--- config.mk ---
export PLATFORM = sky130hd
export DESIGN_NAME = mem_arbiter
export DESIGN_NICKNAME = d
export VERILOG_FILES = /design/src/rtl/cpu_types_pkg.sv /design/src/rtl/mem_arb_stats.sv /design/src/rtl/mem_arbiter.sv
export SDC_FILE = /design/constraint.sdc
export NUM_CORES = 1
export LEC_CHECK = 0
export BUFFER_PORTS_ARGS = -buffer_cell sky130_fd_sc_hd__buf_2
export CAP_MARGIN = 10
export CORE_ASPECT_RATIO = 0.5
export CORE_MARGIN = 3
export CORE_UTILIZATION = 40
export DETAILED_ROUTE_END_ITERATION = 12
export PLACE_DENSITY = 0.77
export SYNTH_ARGS = -nofsm -noshare
export SYNTH_HDL_FRONTEND = slang
export SYNTH_SLANG_ARGS = --single-unit
--- constraint.sdc ---
create_clock -name CLK -period 2.62 [get_ports CLK]
set_input_delay 0.393 -clock CLK [delete_from_list [all_inputs] [get_ports CLK]]
set_output_delay 0.393 -clock CLK [all_outputs]
set_load 0.01 [all_outputs]
--- src/rtl/cpu_types_pkg.sv ---
// +---------------------------------------------------------------------------+
// | cpu_types_pkg : types shared by the datapath memory-side blocks            |
// | Revision      : 1.0                                                        |
// +---------------------------------------------------------------------------+
`default_nettype none

package cpu_types_pkg;

  // Width of the consecutive-data-grant counter; covers STARVE_MAX up to 15.
  parameter int STARVE_W = 4;

  typedef enum logic [1:0] {
    ARB_IDLE = 2'd0,
    ARB_IACC = 2'd1,
    ARB_DACC = 2'd2
  } arb_state_t;

endpackage

`default_nettype wire

--- src/rtl/mem_arb_stats.sv ---
// +---------------------------------------------------------------------------+
// | mem_arb_stats : grant and instruction-stall event counters for the arbiter |
// | Revision      : 1.0                                                        |
// +---------------------------------------------------------------------------+
`default_nettype none

module mem_arb_stats (
  input  logic        CLK,
  input  logic        nRST,
  input  logic        igrant,
  input  logic        dgrant,
  input  logic        istall,
  output logic [31:0] igrant_cnt,
  output logic [31:0] dgrant_cnt,
  output logic [31:0] istall_cnt
);

  // Free-running counters; wrap naturally at 2^32.
  always_ff @(posedge CLK) begin
    if (!nRST) begin
      igrant_cnt <= '0;
      dgrant_cnt <= '0;
      istall_cnt <= '0;
    end else begin
      if (igrant) igrant_cnt <= igrant_cnt + 32'd1;
      if (dgrant) dgrant_cnt <= dgrant_cnt + 32'd1;
      if (istall) istall_cnt <= istall_cnt + 32'd1;
    end
  end

endmodule

`default_nettype wire

--- src/rtl/mem_arbiter.sv ---
// +---------------------------------------------------------------------------+
// | mem_arbiter : shares one single-port RAM between instruction fetch and    |
// |               data access; data priority with an i-fetch starvation guard |
// | Options     : MEM_ARB_STATS_EN adds grant/stall counter outputs           |
// | Revision    : 1.0                                                          |
// +---------------------------------------------------------------------------+
`default_nettype none

module mem_arbiter
  import cpu_types_pkg::*;
#(
  parameter int STARVE_MAX = 4,
  parameter int ADDR_W     = 32
) (
  input  logic              CLK,
  input  logic              nRST,
  input  logic              iREN,
  input  logic [ADDR_W-1:0] iaddr,
  output logic [ADDR_W-1:0] iload,
  output logic              iwait,
  input  logic              dREN,
  input  logic              dWEN,
  input  logic [ADDR_W-1:0] daddr,
  input  logic [ADDR_W-1:0] dstore,
  output logic [ADDR_W-1:0] dload,
  output logic              dwait,
  output logic              ramREN,
  output logic              ramWEN,
  output logic [ADDR_W-1:0] ramaddr,
  output logic [ADDR_W-1:0] ramstore,
  input  logic [ADDR_W-1:0] ramload,
  input  logic              ram_ready,
  output logic              busy
`ifdef MEM_ARB_STATS_EN
  ,
  output logic [31:0]       igrant_cnt,
  output logic [31:0]       dgrant_cnt,
  output logic [31:0]       istall_cnt
`endif
);

  localparam logic [STARVE_W-1:0] STREAK_MAX = STARVE_W'(STARVE_MAX);

  arb_state_t            state;
  logic [STARVE_W-1:0]   dstreak;
  logic                  dreq;
  logic                  starved;
  logic                  igrant;
  logic                  dgrant;

  assign dreq    = dREN | dWEN;
  assign starved = iREN && (dstreak == STREAK_MAX);
  assign igrant  = (state == ARB_IDLE) && iREN && (starved || !dreq);
  assign dgrant  = (state == ARB_IDLE) && dreq && !starved;

  assign iwait = iREN & ~((state == ARB_IACC) & ram_ready);
  assign dwait = dreq & ~((state == ARB_DACC) & ram_ready);
  assign iload = ramload;
  assign dload = ramload;
  assign busy  = (state != ARB_IDLE);

  always_ff @(posedge CLK) begin
    if (!nRST) begin
      state    <= ARB_IDLE;
      dstreak  <= '0;
      ramREN   <= 1'b0;
      ramWEN   <= 1'b0;
      ramaddr  <= '0;
      ramstore <= '0;
    end else begin
      case (state)
        ARB_IDLE: begin
          if (igrant) begin
            state   <= ARB_IACC;
            ramREN  <= 1'b1;
            ramWEN  <= 1'b0;
            ramaddr <= iaddr;
            dstreak <= '0;
          end else if (dgrant) begin
            state    <= ARB_DACC;
            ramaddr  <= daddr;
            ramstore <= dstore;
            // A simultaneous read+write request is serviced as a write.
            ramWEN   <= dWEN;
            ramREN   <= dREN & ~dWEN;
            if (!iREN)                     dstreak <= '0;
            else if (dstreak != STREAK_MAX) dstreak <= dstreak + 1'b1;
          end
        end
        ARB_IACC, ARB_DACC: begin
          // Return to IDLE for one bubble so a still-held request is not re-served.
          if (ram_ready) begin
            state  <= ARB_IDLE;
            ramREN <= 1'b0;
            ramWEN <= 1'b0;
          end
        end
        default: begin
          state  <= ARB_IDLE;
          ramREN <= 1'b0;
          ramWEN <= 1'b0;
        end
      endcase
    end
  end

`ifdef MEM_ARB_STATS_EN
  mem_arb_stats u_stats (
    .CLK        (CLK),
    .nRST       (nRST),
    .igrant     (igrant),
    .dgrant     (dgrant),
    .istall     (iwait),
    .igrant_cnt (igrant_cnt),
    .dgrant_cnt (dgrant_cnt),
    .istall_cnt (istall_cnt)
  );
`endif

endmodule

`default_nettype wire
Yosys cells after proc, flatten, opt, wreduce, memory -nomap -nowiden --
Index checks and enable logic that the tools add are counted.
Storage, ports and cells: flip-flop bits (word level) 72, bits of input ports 134, output and inout port bits 133, logic and storage cells 57
Cells by class: $add $sub $neg 1, equality and inequality tests 7, multiplexer cells 17, bitwise logic cells 10, reduce and logical (&&, ||, !) cells 16
Operator list (count):
- 2-to-1 mux 32 bit | 2
- 2-to-1 mux 4 bit | 4
- 2-to-1 mux 2 bit | 3
- AND reduction 3 bit | 2
- AND 1 bit | 5
- logical AND 1 bit | 5
- 2-to-1 mux 1 bit | 5
- adder 4 x 1 -> 4 bit (second input constant) | 1
- == test 4 x 3 -> 1 bit (second input constant) | 1
- != test 4 x 3 -> 1 bit (second input constant) | 1
- NOT 1 bit | 4
- one-hot mux 1 bit (2 select lines) | 2
- one-hot mux 2 bit (2 select lines) | 1
- AND reduction 2 bit | 2
- nonzero test 2 bit | 2
- != test 3 x 1 -> 1 bit (second input constant) | 1
- != test 3 bit (second input constant) | 1
- == test 2 x 1 -> 1 bit (second input constant) | 1
- == test 2 bit (second input constant) | 1
- logical NOT 1 bit | 2
- logical NOT 2 bit | 1
- != test 2 bit (second input constant) | 1
- OR reduction 2 bit | 1
- logical OR 1 bit | 1
- OR 1 bit | 1

Depth between registers and ports, before layout --
depth after elaboration 7, mapped depth 8, mapped depth without buffers 6

Least setup slack after synthesis --
Ideal clock, no wire load.
kind register to register, start register state[0], end register ramaddr[20], setup time 0.088 ns, arrival time 1.493 ns, required time 2.532 ns, path slack 1.039 ns, cell stages (with the launch flop) 8, buffers on the path 2, period minus slack after synthesis 1.581 ns, cell sequence dfxtp_1 inv_1 ha_1 buf_2 nand3_1 clkbuf_1 o22ai_1 nor4_2
Between the ends: word-level cells in the longest chain between the ends 5, elaborated cells between the ends (all ways) 8, classes of those cells 1 x mux; 7 x reduce/logical
Ends and longest elaborated chain:
- start, declared | RTL line mem_arbiter.sv:44 | arb_state_t state;
- start signal, assigned | RTL line mem_arbiter.sv:64 | state <= ARB_IDLE;
- start signal, assigned | RTL line mem_arbiter.sv:74 | state <= ARB_IACC;
- start signal, assigned | RTL line mem_arbiter.sv:80 | state <= ARB_DACC;
- logical NOT 2 bit * | RTL line mem_arbiter.sv:53, mem_arbiter.sv:54, mem_arbiter.sv:71
- logical AND 1 bit (on tied branches) (2 in a row) | RTL line mem_arbiter.sv:53, mem_arbiter.sv:54
- nonzero test 2 bit (no line)
- AND reduction 2 bit (no line)
- end signal, assigned | RTL line mem_arbiter.sv:77 | ramaddr <= iaddr;
- end signal, assigned | RTL line mem_arbiter.sv:81 | ramaddr <= daddr;
- end, declared | RTL line mem_arbiter.sv:29 | output logic [ADDR_W-1:0] ramaddr,
Every way passes the cells marked *; elsewhere a longest branch is shown, timed or not. A chain may end at the register's enable or synchronous reset.

Final worst setup path --
start register state[0], end register ramaddr[16]
The elaborated chain is that of the path after synthesis.

==> metrics.txt <==
status=completed; number of synthesized register bits=72; initial antenna violation count=0; footprint of the multi-input gates=0.001784 mm^2; clk_lat worst skew=0.33 ns; Area growth, synth to finish=18.35%; hold_buf cts=0; Post-DP Area=0.004417 mm^2; Yosys top cell area share=0.3614; commonest non-fill, non-tap cell in the layout=buf_2; synthesized area=0.003989 mm^2; DRC=0; register area=0.001441 mm^2; RSZ-0062 raised after global routing=false; syn_area_per_cell=8.671 um^2; Post-Syn Nets=599; vias in the first global route=3586; Final nets=694; fin crit share=0.7833; DRT iter0 DRCs=227; top post-synthesis cells by area=dfxtp_1 36%, buf_4 12%, nand2_1 6.9%; Yosys top cell by area=dfxtp_1; Pre-antenna DRT Iters=4; Seq/Total Area, Yosys=0.3614; Clock Power Share=0.387; I/O Buffers=170; setup bufs post-CTS=0; Die Wd=147.2 um; Die Ht=76.61 um; fin util=0.4932; Crit path largest cell delay=0.53 ns; routing usage on met2=0.3390; worst slew pin tran=0.6867 ns; global route overflow=0; Net Sw Frac=0.3046; Vias/cell=5.088; Post-Route Skew=0.007674 ns; largest net degree at the start of global routing=35; met1 usage=0.2124; maximum clock insertion buffer count=2; Synth Instances=460; Setup violations, final=0; Async SR Flop Fraction=0; final WL=11020 um; CP startpoint kind=flop; root buffer cell=clkbuf_16; worst path required time=2.83 ns; antenna viol nets, final=0; dpl cells=679; Detail Placement HPWL=7978 um; Peak Freq=487.3 MHz; r2r setup slk=0.57 ns; fill count=955; final hold violation count=0; Slew Viols, Final=0; Yosys cell types=43; Crit Path Category=flop to flop; Slew headroom=0.5415; I/O pins=267; Peak VDD IR=308.6 uV; Core ar.=0.009572 mm^2; Routability Congestion=0.7678; PostCTS Resize Cnt=0; per-cell routed wire length=15.85 um; Design Power=3.254 mW; cell family with most CP delay=simple AND/OR/NAND/NOR gates; H-tree depth=3; Logic pwr share=0.224; Reg power frac=0.389; fraction of layout cells with a size suffix above 1=0.4446; Setup crit end kind=flop; GRT Overall Usage=0.1886; Synth Warn #=0; number of flops mapped to enable cells by yosys=0; most frequent cells in the layout=170 x buf_2, 73 x nand2_1, 72 x dfxtp_1; Vias=3536; leakage power=2.156 nW; fin crit period=2.052 ns; Power per Cell Area=689.2 mW/mm^2; Site Rows=25; die area=0.01128 mm^2; fin cells=695; Worst-path clk slew=0.06 ns; initial core utilization=0.4167; worst path bufs/invs=1; Hold WC Path Type=input port to flop; Fin Setup TNS=0 ns; CTS tree=yes; Primary FF master, synth=dfxtp_1; first-pass GRT wire length=17620 um; met3 Use GR=0.05348; fin area=0.004721 mm^2; crit-path cells=inv_1 > ha_1 > o21ai_4 > or2_2 > nor2_1 > nor4_2; CP max-delay cell=or2_2; max-cap violations=0; critical path arrival=2.26 ns; cts bufs inserted=9; CP Max Fanout=21; cell internal pwr=2.263 mW; Top Usage Layer GRT=met2; # clock sinks=72; diodes inserted=0; net switching power figure=0.9912 mW
[cell families after synthesis]
family                   count (synthesis)  share of synthesized area
flip-flops                              72                     0.3614
adder cells (fa/ha/maj)                  5                    0.01568
AO/OA/AOI/OAI                          113                     0.2089
multiplexers                             1                   0.002510
buffers and inverters                  114                     0.1932
AND/OR/NAND/NOR                        155                     0.2183
[layer usage]
| metal | wire [um] | up-vias |
|---|---|---|
| met1 | 4381 | 1639 |
| met5 | 0 | - |
| li1 | - | 1742 |
| met4 | 278 | 0 |
| met2 | 5693 | 110 |
| met3 | 665 | 45 |
[worst reg2reg max path: cells and delay by family (launching register included)]
| kind | cells | cell delay [ns] |
|---|---|---|
| AND/OR/NAND/NOR | 3 | 0.82 |
| AO/OA/AOI/OAI | 1 | 0.25 |
| buffers and inverters | 1 | 0.08 |
| flip-flops | 1 | 0.32 |
| adder cells (fa/ha/maj) | 1 | 0.46 |
[sequential cells by signal, indices dropped and copies added (netlist names)]
register and flops:
dstreak 4, ramREN 1, ramWEN 1, ramaddr 32, ramstore 32, state 2
[cells in the mapped netlist, types with 3 or more instances]
| library cell | count |
|---|---|
| o31ai_2 | 20 |
| clkbuf_1 | 10 |
| dfxtp_1 | 72 |
| nor2_1 | 26 |
| or3_1 | 16 |
| ha_1 | 5 |
| nand3_1 | 3 |
| buf_4 | 64 |
| a21oi_1 | 45 |
| nand2_1 | 73 |
| o221ai_1 | 11 |
| o31ai_1 | 3 |
| nor4_2 | 19 |
| or3_2 | 5 |
| buf_6 | 7 |
| inv_1 | 16 |
| buf_2 | 14 |
| o22ai_1 | 21 |
[worst paths after layout]
kind | from | end | cells after the start
max | state[0]$_SDFFE_PN0P_ | ramaddr[16]$_SDFFE_PN0P_ | 6
min | dstore[28] | ramstore[28]$_SDFFE_PN0P_ | 3
min reg2reg | ramstore[17]$_SDFFE_PN0P_ | ramstore[17]$_SDFFE_PN0P_ | 2
max reg2reg | state[0]$_SDFFE_PN0P_ | ramaddr[16]$_SDFFE_PN0P_ | 6
[area by class of cell]
| cell class | instances | share of cell area |
|---|---|---|
| clock buffer | 9 | 0.04771 |
| clock inverter | 7 | 0.01670 |
| inverter | 17 | 0.01352 |
| multi-input combinational | 274 | 0.3779 |
| sequential | 72 | 0.3053 |
| tap | 135 | 0.03578 |
| timing repair buffer | 181 | 0.2030 |
[per-stage QoR]
step / setup slack, ns / hold WS [ns]
floorplan: 1.039 / 0.4536
global placement: 0.6369 / 0.4391
detailed placement: 0.5791 / 0.4440
CTS: 0.5603 / 0.2765
global route: 0.3749 / 0.2831
finish: 0.5677 / 0.2893
[power by group through the flow]
stage                     logic [mW]  clock network (mW)  registers [mW]
final                          0.727                1.26            1.27
after global routing           0.800                1.34            1.28
after CTS                      0.733                1.29            1.27
after detailed placement       0.733                   0            1.29
after global placement         0.719                   0            1.29
after floorplan                0.488                   0            1.34
(Power assumes the default switching activity.)
